File: config.mk
export PLATFORM = sky130hd
export DESIGN_NAME = spi_mem_loader
export DESIGN_NICKNAME = d
export VERILOG_FILES = /design/src/rtl/spi_mem_loader_pkg.sv /design/src/rtl/spi_mem_loader_bit_shifter.sv /design/src/rtl/spi_mem_loader.sv
export SDC_FILE = /design/constraint.sdc
export NUM_CORES = 1
export LEC_CHECK = 0
export CAP_MARGIN = 20
export CORE_UTILIZATION = 56
export DETAILED_ROUTE_END_ITERATION = 16
export PLACE_DENSITY = 0.82
export SLEW_MARGIN = 10
export SYNTH_ARGS = -nofsm -noshare
export SYNTH_HDL_FRONTEND = slang
export SYNTH_SLANG_ARGS = --single-unit
File: constraint.sdc
create_clock -name clk -period 4.1 [get_ports clk]
set_input_delay 0.41 -clock clk [delete_from_list [all_inputs] [get_ports clk]]
set_output_delay 0.41 -clock clk [all_outputs]
set_load 0.01 [all_outputs]
File: src/rtl/spi_mem_loader_pkg.sv
// Shared definitions for the serial cache loader.
//   - Default cache geometry (word width, address width, valid entries per cache).
//   - FSM state encoding.
//   - Frame bit positions, counted in clocks from the first CS-low cycle (c0).
package spi_mem_loader_pkg;

   localparam int DATA_W  = 8;
   localparam int ADDR_W  = 4;
   localparam int IMEM_SZ = 16;
   localparam int DMEM_SZ = 15;

   typedef enum logic [1:0] {
      IDLE    = 2'd0,
      SHIFT   = 2'd1,
      COMMIT  = 2'd2,
      WAIT_CS = 2'd3
   } state_e;

   // Frame layout: c0 rw, c1..c4 addr, c5 turnaround / first data bit, c13 last.
   localparam logic [3:0] RW_BIT    = 4'd0;
   localparam logic [3:0] ADDR_LAST = 4'd4;
   localparam logic [3:0] TURN      = 4'd5;
   localparam logic [3:0] LAST      = 4'd13;

endpackage

File: src/rtl/spi_mem_loader_bit_shifter.sv
// spi_bit_shifter: parallel-load / serial-shift register, MSB first.
// Ports:
//   clk, rst       clock, asynchronous active-high reset
//   load_i         load load_data_i (has priority over shift_i)
//   load_data_i    parallel load value
//   shift_i        shift left by one, ser_i enters at bit 0
//   ser_i          serial input
//   par_o          register contents; par_o[WIDTH-1] is the serial output
module spi_bit_shifter #(
   parameter int WIDTH = 8
) (
   input  logic             clk,
   input  logic             rst,
   input  logic             load_i,
   input  logic [WIDTH-1:0] load_data_i,
   input  logic             shift_i,
   input  logic             ser_i,
   output logic [WIDTH-1:0] par_o
);

   logic [WIDTH-1:0] data_q, data_d;

   always_comb begin
      // NOTE: default assignment first so every path drives data_d; no latch is inferred.
      data_d = data_q;
      if (load_i) begin
         data_d = load_data_i;
      end else if (shift_i) begin
         data_d = {data_q[WIDTH-2:0], ser_i};
      end
   end

   // NOTE: sequential state uses non-blocking assignments only.
   always_ff @(posedge clk or posedge rst) begin
      if (rst) begin
         data_q <= '0;
      end else begin
         data_q <= data_d;
      end
   end

   assign par_o = data_q;

endmodule

File: src/rtl/spi_mem_loader.sv
// spi_mem_loader: serial loader that owns the icache/dcache write and readback
// ports while the processor is stopped. sclk is clk; mosi sampled on rising clk.
// Ports:
//   csi_n_in / csd_n_in   icache / dcache chip selects (active low)
//   mosi_in               serial frame data, MSB first
//   proc_run_in           processor run enable; frames are refused or aborted while high
//   rdata_in              combinational read data of the selected cache at mem_addr_out
//   mem_addr_out          cache address, mem_wdata_out write data
//   icache_wen_out        one-cycle icache write strobe
//   dcache_wen_out        one-cycle dcache write strobe
//   mem_sel_out           frame target (0 icache, 1 dcache)
//   busy_out              loader owns the cache ports (state != IDLE)
//   miso_out              readback data, valid in read cycles c6..c13, 0 otherwise
//   frame_err_out         one-cycle pulse on an aborted or illegal frame
module spi_mem_loader #(
   parameter int DATA_W  = spi_mem_loader_pkg::DATA_W,
   parameter int ADDR_W  = spi_mem_loader_pkg::ADDR_W,
   parameter int DMEM_SZ = spi_mem_loader_pkg::DMEM_SZ
) (
   input  logic              clk,
   input  logic              rst,
   input  logic              csi_n_in,
   input  logic              csd_n_in,
   input  logic              mosi_in,
   input  logic              proc_run_in,
   input  logic [DATA_W-1:0] rdata_in,
   output logic [ADDR_W-1:0] mem_addr_out,
   output logic [DATA_W-1:0] mem_wdata_out,
   output logic              icache_wen_out,
   output logic              dcache_wen_out,
   output logic              mem_sel_out,
   output logic              busy_out,
   output logic              miso_out,
   output logic              frame_err_out
);

   import spi_mem_loader_pkg::*;

   state_e            state_q;
   logic [3:0]        cnt_q;
   logic              rw_q, sel_q, rd_active_q;
   logic              iwen_q, dwen_q, err_q;
   logic [ADDR_W-1:0] addr_q;
   logic [DATA_W-1:0] wdata_q;
   logic [DATA_W-1:0] shift_par;

   logic              own_cs_hi, other_cs_lo, abort, addr_valid;
   logic              shift_en, load_en;
   logic [DATA_W-1:0] load_data;

   always_comb begin
      own_cs_hi   = sel_q ? csd_n_in : csi_n_in;
      other_cs_lo = sel_q ? !csi_n_in : !csd_n_in;
      abort       = (state_q == SHIFT) && (own_cs_hi || other_cs_lo || proc_run_in);
      addr_valid  = sel_q ? (int'(addr_q) < DMEM_SZ) : (int'(addr_q) < IMEM_SZ);
      // Write frames shift data in on c5..c12; read frames load at the end of
      // c5 and then shift the readback out on c6..c12.
      shift_en    = 1'b0;
      load_en     = 1'b0;
      if (state_q == SHIFT && !abort) begin
         shift_en = rw_q ? (cnt_q >= TURN && cnt_q < LAST)
                         : (cnt_q >  TURN && cnt_q < LAST);
         load_en  = !rw_q && (cnt_q == TURN);
      end
      // Out-of-range dcache reads return zero rather than stale array contents.
      load_data   = addr_valid ? rdata_in : '0;
   end

   spi_bit_shifter #(.WIDTH(DATA_W)) u_shifter (
      .clk         (clk),
      .rst         (rst),
      .load_i      (load_en),
      .load_data_i (load_data),
      .shift_i     (shift_en),
      .ser_i       (mosi_in),
      .par_o       (shift_par)
   );

   always_ff @(posedge clk or posedge rst) begin
      if (rst) begin
         state_q     <= IDLE;
         cnt_q       <= '0;
         rw_q        <= 1'b0;
         sel_q       <= 1'b0;
         rd_active_q <= 1'b0;
         iwen_q      <= 1'b0;
         dwen_q      <= 1'b0;
         err_q       <= 1'b0;
         addr_q      <= '0;
         wdata_q     <= '0;
      end else begin
         iwen_q <= 1'b0;
         dwen_q <= 1'b0;
         err_q  <= 1'b0;
         case (state_q)
            IDLE: begin
               // CS activity is ignored entirely while the processor runs.
               if (!proc_run_in) begin
                  if (!csi_n_in && !csd_n_in) begin
                     err_q   <= 1'b1;
                     state_q <= WAIT_CS;
                  end else if (csi_n_in != csd_n_in) begin
                     // This cycle is c0: it carries the rw bit.
                     sel_q   <= !csd_n_in;
                     rw_q    <= mosi_in;
                     cnt_q   <= RW_BIT + 4'd1;
                     state_q <= SHIFT;
                  end
               end
            end
            SHIFT: begin
               if (abort) begin
                  err_q       <= 1'b1;
                  rd_active_q <= 1'b0;
                  cnt_q       <= '0;
                  state_q     <= WAIT_CS;
               end else begin
                  if (cnt_q != LAST) begin
                     cnt_q <= cnt_q + 4'd1;
                  end
                  if (cnt_q <= ADDR_LAST) begin
                     addr_q <= {addr_q[ADDR_W-2:0], mosi_in};
                  end
                  if (rw_q && cnt_q == LAST - 4'd1) begin
                     wdata_q <= {shift_par[DATA_W-2:0], mosi_in};
                     iwen_q  <= !sel_q;
                     dwen_q  <= sel_q && addr_valid;
                     state_q <= COMMIT;
                  end
                  if (!rw_q && cnt_q == TURN) begin
                     rd_active_q <= 1'b1;
                  end
                  if (!rw_q && cnt_q == LAST) begin
                     rd_active_q <= 1'b0;
                     cnt_q       <= '0;
                     state_q     <= WAIT_CS;
                  end
               end
            end
            COMMIT: begin
               cnt_q   <= '0;
               state_q <= WAIT_CS;
            end
            WAIT_CS: begin
               if (csi_n_in && csd_n_in) begin
                  state_q <= IDLE;
               end
            end
            default: state_q <= IDLE;
         endcase
      end
   end

   assign mem_addr_out   = addr_q;
   assign mem_wdata_out  = wdata_q;
   assign icache_wen_out = iwen_q;
   assign dcache_wen_out = dwen_q;
   assign mem_sel_out    = sel_q;
   assign busy_out       = (state_q != IDLE);
   assign miso_out       = rd_active_q & shift_par[DATA_W-1];
   assign frame_err_out  = err_q;

endmodule

==> impl_metrics.env <==
export IMPL_drc_errors=1
export IMPL_clkTransAtPathRegs_ps=90
export IMPL_hpwl_microns=2590
export IMPL_place_gp_congestion=0.846
export IMPL_layout_drive_gt1_share_pct=13.8
export IMPL_post_cts_resized=0
export IMPL_ant_nets=0
export IMPL_seqCellArea_sq_um=801
export IMPL_clk_latency_ps=330
export IMPL_yosysUniqueCellTypes=39
export IMPL_multi_input_area_sq_um=886
export IMPL_totalWireLength_microns=3510
export IMPL_wl_per_cell_microns=13.8
export IMPL_final_area_sq_um=2150
export IMPL_cts_tree="yes"
export IMPL_initial_core_util_pct=58.4
export IMPL_crit_fanout=6
export IMPL_num_io_pins=32
export IMPL_grt_max_degree=33
export IMPL_die_y_microns=58.2
export IMPL_hold_buffers=0
export IMPL_cp_start_kind="register"
export IMPL_synth_edf_count=0
export IMPL_row_count=20
export IMPL_htree_num_levels=2
export IMPL_report_final_hold_viol_count=0
export IMPL_num_antenna_cells=0
export IMPL_syn_num_nets=201
export IMPL_clock_skew_ps=10.7
export IMPL_grt_pass1_wl_microns=5820
export IMPL_yosysSeqAreaShare_pct=45.3
export IMPL_worst_slack_ps=1810
export IMPL_vdd_ir_drop_max_v=0.000326
export IMPL_fin_tns_setup_ps=0
export IMPL_holdCritPathClass="input port to async pin"
export IMPL_die_area_sq_um=3390
export IMPL_yosys_top_cells_area="dfrtp_1 (45%), ha_1 (8.5%), mux2_2 (8.3%)"
export IMPL_die_w_microns=58.2
export IMPL_drt_pass1_iterations=10
export IMPL_end_kind="output port"
export IMPL_synth_main_ff_cell="dfrtp_1"
export IMPL_cts_buffer_depth=2
export IMPL_cts_buffers=5
export IMPL_antenna_found_initial=0
export IMPL_post_cts_buffers=0
export IMPL_reg2reg_depth=7
export IMPL_pre_cts_ws_ps=1470
export IMPL_cp_required_ps=3690
export IMPL_status="complete, but fails checks"
export IMPL_finalWorstPathRequiredPeriod_ps=2290
export IMPL_critical_path_class="register to output port"
export IMPL_overflow=0
export IMPL_p_leak_nw=0.971
export IMPL_path_cells="inv_1, ha_1, inv_1, clkdlybuf4s50_1"
export IMPL_place_area_sq_um=2110
export IMPL_clock_root_buffer="clkbuf_4"
export IMPL_drt_iter0_drc=62
export IMPL_synth_area_sq_um=1770
export IMPL_syn_inst=175
export IMPL_area_growth_pct=21.8
export IMPL_slowest_delay_ps=550
export IMPL_synth_seq_cells=32
export IMPL_yosysTopAreaCellShare_pct=45.3
export IMPL_n_fill_cell=226
export IMPL_vias=1376
export IMPL_max_freq_ghz=0.436
export IMPL_synth_avg_cell_area_sq_um=10.1
export IMPL_async_flop_share_pct=100
export IMPL_synth_area_leader_cell="dfrtp_1"
export IMPL_synth_warnings=0
export IMPL_core_sq_um=3030
export IMPL_cp_common_cell="inv_1"
export IMPL_layout_nets=236
export IMPL_report_final_slew_viol_count=0
export IMPL_rsz0062_at_grt="false"
export IMPL_arrival_ps=1880
export IMPL_finalCritPeriodShare_pct=55.9
export IMPL_cellPowerDensity_nw_per_um2=441
export IMPL_violations="design-rule violations"
export IMPL_cts_sinks=32
export IMPL_port_buffer_count=31
export IMPL_grt_pass1_vias=1305
export IMPL_setup_violations=0
export IMPL_crit_slowest_cell="clkdlybuf4s50_1"
export IMPL_grtUsageTotal_pct=23.4
export IMPL_worst_pin_slew_ps=1040
export IMPL_vias_per_cell=5.42
export IMPL_max_slew_margin_pct=30.7
export IMPL_cap_violations=0
==> synthesized netlist by cell type, types with 3 or more instances <==
cell,count
nand3_1,3
inv_1,13
a21oi_1,7
and2_1,4
a31oi_1,8
or2_0,6
nor2_1,14
dfrtp_1,32
ha_1,12
mux2_2,13
o21ai_0,8
nand2_1,23
==> cell type report <==
cell class                 instances  share of cell area [%]
timing repair buffer              32                    14.8
inverter                          13                    2.26
clock inverter                     1                   0.232
clock buffer                       6                    1.92
sequential                        32                    37.2
tap                               44                    2.56
multi-input combinational        126                    41.1
==> where the power goes <==
group          switching (W)  internal [W]  total [W]
Combinational       0.000189      0.000174   0.000363
Sequential         0.0000598      0.000363   0.000423
Clock               0.000101     0.0000630   0.000164
==> worst paths after layout <==
path	start	endpoint	slack, ps
setup / recovery	state_q[0]$_DFFE_PP0P_	busy_out	1810
hold / removal	rst	u_shifter.par_o[3]$_DFFE_PP0P_	440
setup reg to reg	cnt_q[1]$_DFFE_PP0P_	u_shifter.par_o[5]$_DFFE_PP0P_	1820
hold reg to reg	mem_wdata_out[7]$_DFFE_PP0P_	mem_wdata_out[7]$_DFFE_PP0P_	510
max in group asynchronous	rst	mem_addr_out[1]$_DFFE_PP0P_	3370
min in group clk	mem_wdata_out[7]$_DFFE_PP0P_	mem_wdata_out[7]$_DFFE_PP0P_	510
==> logic make-up (layout without fill, tap and decap cells) <==
kind of cell,Yosys count,in the layout,synth area share (%)
AO/OA/AOI/OAI,32,32,12.5
adder cells (fa/ha/maj),12,12,8.49
buffers and inverters,17,52,4.67
flip-flops,32,32,45.3
multiplexers,14,14,8.84
AND/OR/NAND/NOR,68,68,20.2
==> sequential cells by signal, indices dropped and copies added, names as in the netlist <==
register         cells
icache_wen_out       1
rw_q                 1
rd_active_q          1
mem_addr_out         4
cnt_q                4
u_shifter.par_o      8
frame_err_out        1
dcache_wen_out       1
state_q              2
mem_sel_out          1
mem_wdata_out        8
==> metal layers <==
| metal | global-route usage (%) | part of all wire, % |
|---|---|---|
| met5 | 0 | 0 |
| met4 | 10.9 | 1.6 |
| met3 | 6.25 | 4.6 |
| met2 | 36.6 | 49 |
| met1 | 30.3 | 45 |
==> critical path, delay by kind of cell, from the launching register on <==
| kind | cells | cell delay (ps) |
|---|---|---|
| adder cells (fa/ha/maj) | 1 | 280 |
| flip-flops | 1 | 470 |
| buffers and inverters | 3 | 800 |
==> through the flow <==
stage | cells | total power [W] | hold slack (ps) | util (%)
final | 254 | 0.000951 | 442 | 71.2
after global routing | 254 | 0.00102 | 514 | 71.2
after CTS | 254 | 0.000958 | 445 | 71.2
after detailed placement | 247 | 0.000791 | 494 | 69.6
after global placement | 247 | 0.000773 | 493 | 69.6
after floorplan | 175 | 0.000650 | 462 | -
==> cells in the final DEF, fill, tap and decap left out, types with 2 or more instances in the layout <==
master,n
clkdlybuf4s50_1,31
nor2_1,14
o32ai_1,2
a31oi_1,8
nand2_1,23
and2_1,4
a21oi_1,7
nand3_1,3
inv_1,13
nor3_1,2
ha_1,12
mux2_2,13
dfrtp_1,32
or2_0,6
nor2b_1,2
o21ai_0,8
clkbuf_4,5
or2_2,2
Note: power is estimated with default switching activity, not from simulation.
